## config.mk

```make
export PLATFORM = sky130hd
export DESIGN_NAME = branch_resolve_unit
export DESIGN_NICKNAME = d
export VERILOG_FILES = /design/src/rtl/branch_resolve_unit.sv
export SDC_FILE = /design/constraint.sdc
export NUM_CORES = 1
export LEC_CHECK = 0
export BUFFER_PORTS_ARGS = -buffer_cell sky130_fd_sc_hd__buf_2
export CAP_MARGIN = 20
export CORE_UTILIZATION = 59
export CTS_BUF_LIST = sky130_fd_sc_hd__clkbuf_16
export DETAILED_ROUTE_END_ITERATION = 8
export PLACE_DENSITY = 0.78
export SYNTH_ARGS = -nofsm -noshare
export SYNTH_HDL_FRONTEND = slang
export SYNTH_SLANG_ARGS = --single-unit
```

## constraint.sdc

```tcl
create_clock -name clk -period 6.1 [get_ports clk]
set_clock_uncertainty 0.2 [all_clocks]
set_input_delay 0.305 -clock clk [delete_from_list [all_inputs] [get_ports clk]]
set_output_delay 0.305 -clock clk [all_outputs]
set_load 0.05 [all_outputs]
```

## src/rtl/branch_resolve_unit.sv

```systemverilog
// ----------------------------------------------------------------------------
// branch_resolve_unit
//   EX-stage branch resolver and writer side of the fetch-stage BHT protocol.
//   It computes the real outcome of each conditional branch and compares the
//   resulting next PC with the one fetch predicted. A mismatch raises a
//   one-cycle redirect/flush. Every resolved branch is queued as a BHT update
//   record and drained to the BHT write port over valid/ready.
//
// Ports
//   clk, rst            clock, synchronous active-high reset
//   ex_valid..ex_pred_pc EX-slot branch information (type, PC, offset, flags,
//                        predicted next PC)
//   stall_req           comb: branch in EX cannot resolve (update queue full)
//   redirect_valid/pc   registered mispredict pulse and correct next PC
//   flush               same as redirect_valid
//   upd_valid/ready     update-record handshake; upd_pc/taken/target = head
//   br_count            resolved branches (saturating)
//   mispred_count       mispredicted branches (saturating)
// ----------------------------------------------------------------------------
module branch_resolve_unit #(
    parameter int PC_W       = 30,
    parameter int FIFO_DEPTH = 4,
    parameter int CNT_W      = 16
) (
    input  logic             clk,
    input  logic             rst,
    input  logic             ex_valid,
    input  logic [2:0]       ex_type,
    input  logic [PC_W-1:0]  ex_pc,
    input  logic [15:0]      ex_imm,
    input  logic             ex_eq,
    input  logic             ex_neg,
    input  logic             ex_zero,
    input  logic [PC_W-1:0]  ex_pred_pc,
    output logic             stall_req,
    output logic             redirect_valid,
    output logic [PC_W-1:0]  redirect_pc,
    output logic             flush,
    output logic             upd_valid,
    input  logic             upd_ready,
    output logic [PC_W-1:0]  upd_pc,
    output logic             upd_taken,
    output logic [PC_W-1:0]  upd_target,
    output logic [CNT_W-1:0] br_count,
    output logic [CNT_W-1:0] mispred_count
);

    localparam int PTR_W = $clog2(FIFO_DEPTH);
    localparam logic [PTR_W:0] FULL_CNT = (PTR_W+1)'(FIFO_DEPTH);

    logic [PC_W-1:0] q_pc     [FIFO_DEPTH];
    logic            q_taken  [FIFO_DEPTH];
    logic [PC_W-1:0] q_target [FIFO_DEPTH];
    logic [PTR_W-1:0] wr_ptr, rd_ptr;
    logic [PTR_W:0]   count;

    logic            is_br;
    logic            taken;
    logic [PC_W-1:0] fall_pc;
    logic [PC_W-1:0] tgt_pc;
    logic [PC_W-1:0] actual_pc;
    logic            mispred;
    logic            pop;
    logic            push_ok;
    logic            resolve;

    always_comb begin
        taken = 1'b0;
        case (ex_type)
            3'b001:  taken = ex_eq;
            3'b010:  taken = ~ex_eq;
            3'b011:  taken = ~ex_neg;
            3'b100:  taken = ~ex_neg & ~ex_zero;
            3'b101:  taken = ex_neg | ex_zero;
            3'b110:  taken = ex_neg;
            default: taken = 1'b0;
        endcase
    end

    // The instruction in EX during a redirect cycle is wrong-path: ignore it.
    assign is_br     = ex_valid & (ex_type != 3'b000) & (ex_type != 3'b111) & ~redirect_valid;
    assign fall_pc   = ex_pc + PC_W'(1);
    assign tgt_pc    = fall_pc + {{(PC_W-16){ex_imm[15]}}, ex_imm};
    assign actual_pc = taken ? tgt_pc : fall_pc;
    assign mispred   = (actual_pc != ex_pred_pc);

    assign upd_valid = (count != '0);
    assign pop       = upd_valid & upd_ready;
    // A pop in the same cycle frees a slot, so a full queue can still accept.
    assign push_ok   = (count != FULL_CNT) | pop;
    assign resolve   = is_br & push_ok;
    assign stall_req = is_br & ~push_ok;

    assign flush      = redirect_valid;
    assign upd_pc     = upd_valid ? q_pc[rd_ptr]     : '0;
    assign upd_taken  = upd_valid ? q_taken[rd_ptr]  : 1'b0;
    assign upd_target = upd_valid ? q_target[rd_ptr] : '0;

    always_ff @(posedge clk) begin
        if (!rst && resolve) begin
            q_pc[wr_ptr]     <= ex_pc;
            q_taken[wr_ptr]  <= taken;
            q_target[wr_ptr] <= actual_pc;
        end
    end

    always_ff @(posedge clk) begin
        if (rst) begin
            wr_ptr         <= '0;
            rd_ptr         <= '0;
            count          <= '0;
            redirect_valid <= 1'b0;
            redirect_pc    <= '0;
            br_count       <= '0;
            mispred_count  <= '0;
        end else begin
            redirect_valid <= resolve & mispred;
            if (resolve & mispred) begin
                redirect_pc <= actual_pc;
            end
            if (resolve) begin
                wr_ptr <= wr_ptr + PTR_W'(1);
            end
            if (pop) begin
                rd_ptr <= rd_ptr + PTR_W'(1);
            end
            case ({resolve, pop})
                2'b10:   count <= count + (PTR_W+1)'(1);
                2'b01:   count <= count - (PTR_W+1)'(1);
                default: count <= count;
            endcase
            if (resolve && (br_count != '1)) begin
                br_count <= br_count + CNT_W'(1);
            end
            if (resolve && mispred && (mispred_count != '1)) begin
                mispred_count <= mispred_count + CNT_W'(1);
            end
        end
    end

endmodule

```

==> out/summary.txt <==
ys async rst share = 0
setup_tns = 0 ns
Max IR drop VDD = 0.225 mV
post-synthesis cell count = 1372
Vias = 12700
Final GP Congestion = 0.950
vias per cell = 6.29
drt drc = 0
Rel. slew slack = 0.327
RR Startpoint = flush
root buffer cell = clkbuf_16
mapped cell area = 16500 µm²
Setup crit end kind = flop
total CTS buffers = 31
CP required = 6.41 ns
run status = finished clean
Ys Warns = 0
drt first pass iters = 6
Post-DP HPWL = 30300 µm
Mapped Avg Cell Area = 12.0 µm²
Period minus WS final = 5.85 ns
Switching Power = 1.72 mW
die area = 28600 µm²
Hold/Removal Path Class = in2reg
vias in the first global route = 12100
Peak Freq = 171 MHz
final core occ = 0.710
IO Pins = 213
H-tree Lvls = 1
worst reg2reg endpoint = q_pc[0][17]
Final Max Slew Viols = 0
Worst Hold Depth = 3
final hold vios = 0
worst slack at placement = 0.224 ns
worst endpoint data arrival time = 6.16 ns
share of power burned in registers = 0.439
post-route cell area = 19300 µm²
P per Cell Area = 292 nW/µm²
placed cell areas = 17900 µm²
HP Start = rst
setup ws final = 0.246 ns
Routed Antenna Nets = 0
Mapped Nets = 1500
clock buffer depth = 3
core area = 27200 µm²
Congestion Overflow GR = 0
sequential share of the synthesized area = 0.532
WL/cell = 22.3 µm
Clock Power Share = 0.339
Worst-path clk slew = 0.07 ns
setup slack, reg-to-reg = 2.57 ns
share of post-route cells with drive strength above 1 = 0.247
Slew @ Worst Pin = 1.01 ns
Final Setup Violations = 0
Setup crit start kind = primary input
crit path kind = in2reg
#FFs+latches synth = 316
area grow syn2layout = 17.1%
DIE WIDTH = 169 µm
largest net degree at the start of global routing = 78
PortBufs = 212
total chip power = 5.65 mW
Yosys cell types = 86
FP Rows = 60
antenna violations before repair = 6
EDFF count, synth = 244
Leak = 7.22 nW
final layout net count = 1739
combinational fraction of design power = 0.222
hold endpoint = br_count[3]
Critical Path Fanout Max = 35
aggregate routed wire length = 44900 µm
Max-Cap Viols = 0
Register-to-Register Path Depth = 5
TritonCTS clock tree = done
Die H = 169 µm
internal power = 3.93 mW
DRT iter0 DRCs = 1309
Switching Fraction = 0.304
Clock Sinks = 316
Total GRT Usage = 0.314
prevailing post-synth register cell = edfxtp_1
initial core utilization = 0.606
post-route clock period utilization = 0.960
first-pass GRT wire length = 68400 µm
Clock Latency Late Sink = 0.57 ns
[sequential cells by signal, summed over array words and instances, names as in the netlist, 2 cells and up, named ones only]
name / cells
mispred_count: 16
wr_ptr: 2
q_pc: 120
rd_ptr: 2
br_count: 16
redirect_pc: 30
q_taken: 4
q_target: 120
count: 3
[cells in the final DEF (no fill, tap or decap), types with 11 or more instances in the layout]
master / count
buf_2: 212
o21a_1: 11
xor2_1: 34
a21o_1: 12
edfxtp_1: 244
xnor2_1: 36
nand2_1: 84
clkbuf_16: 31
nor3_1: 30
inv_1: 44
o21ai_0: 25
nor3_2: 15
or3_1: 14
mux4_2: 61
ha_1: 38
and2_1: 72
nor2_1: 131
dlygate4sd3_1: 31
nand4_1: 25
buf_4: 25
nor2b_1: 14
o31ai_1: 12
and3_1: 22
nand3_1: 44
a21oi_1: 64
o211ai_1: 11
dfxtp_1: 70
[layout make-up]
class	instances	area, µm²
Antenna cell	5	12.5
Fill cell	1981	7870
Sequential cell	316	8770
Clock inverter	27	236
Clock buffer	31	776
Timing Repair Buffer	270	1600
Inverter	41	154
Tap cell	372	465
Multi-Input combinational cell	951	7290
[layer usage]
metal  up-vias  part of all wire  global-route usage
li1       5725                 -                   -
met1      6162              0.41               0.432
met2       667              0.48               0.511
met3       111             0.082              0.0434
met4         2             0.037               0.119
met5         -           0.00027                   0
[cells in the mapped netlist, types with 30 or more instances]
| library cell | instances | share of area |
|---|---|---|
| a21oi_1 | 66 | 0.020 |
| and2_1 | 76 | 0.029 |
| clkbuf_1 | 39 | 0.0089 |
| dfxtp_1 | 72 | 0.087 |
| edfxtp_1 | 244 | 0.44 |
| ha_1 | 40 | 0.030 |
| inv_1 | 40 | 0.0091 |
| mux4_2 | 61 | 0.083 |
| nand2_1 | 84 | 0.019 |
| nand3_1 | 45 | 0.014 |
| nor2_1 | 131 | 0.030 |
| nor3_1 | 30 | 0.0091 |
| xnor2_1 | 36 | 0.019 |
| xor2_1 | 34 | 0.018 |
[power groups by stage]
stage	registers (mW)	clock network [mW]	logic, mW
floorplan	2.58	0	0.804
finish	2.48	1.91	1.25
detailed placement	2.52	0	1.21
global route	2.48	2.01	1.33
CTS	2.48	1.92	1.24
global placement	2.52	0	1.20
[worst max-delay path: stages]
cell	delay, ns
dlygate4sd3_1	0.53
buf_2	0.18
ha_2	0.28
nand4_1	0.11
or4_1	0.53
o21a_1	0.23
or2_2	0.31
ha_1	0.39
and4_1	0.28
nand2_1	0.06
or4_1	0.54
a21oi_2	0.20
o2111ai_1	0.19
nand3_1	0.11
nor3b_2	0.25
xnor3_1	0.38
a211o_1	0.31
o21a_1	0.29
buf_12	0.21
a311oi_1	0.29
a41o_1	0.15
[through the flow]
step,hold slack (ns),std cells
after floorplan,0.204,1372
after global placement,0.266,1919
after detailed placement,0.274,1919
after CTS,0.239,2008
after global routing,0.286,2013
final,0.225,2013
[worst max path at each step]
stage | startpoint | endpoint | slack [ns] | depth (start not counted)
after CTS | ex_pc[1] | mispred_count[8] | 0.21 | 22
after floorplan | ex_pc[0] | mispred_count[5] | 1.10 | 19
after global placement | ex_pc[3] | mispred_count[11] | 0.36 | 18
after detailed placement | ex_pc[2] | mispred_count[8] | 0.22 | 19
after global routing | ex_pc[1] | mispred_count[8] | -0.006 | 21
final | ex_pc[1] | mispred_count[8] | 0.25 | 21
[kinds of logic (layout without fill, tap and decap cells)]
group	Yosys count	in the layout	share of synthesized area
fa+ha+maj	42	42	0.0328
simple gates	519	519	0.168
mux	70	70	0.0899
flops	316	316	0.532
xor+xnor	74	74	0.0427
compound gates	246	246	0.107
buf+inv	105	369	0.0281
other cells	0	5	0
[what timing repair did]
action | 4_1_cts | 5_1_grt
resized for setup | 0 | 7
hold endpoints to repair | 124 | 0
setup buffers | 0 | 0
hold buffers | 31 | 0
setup endpoints to repair | 0 | 42
Power figures use the tool's default switching activity.
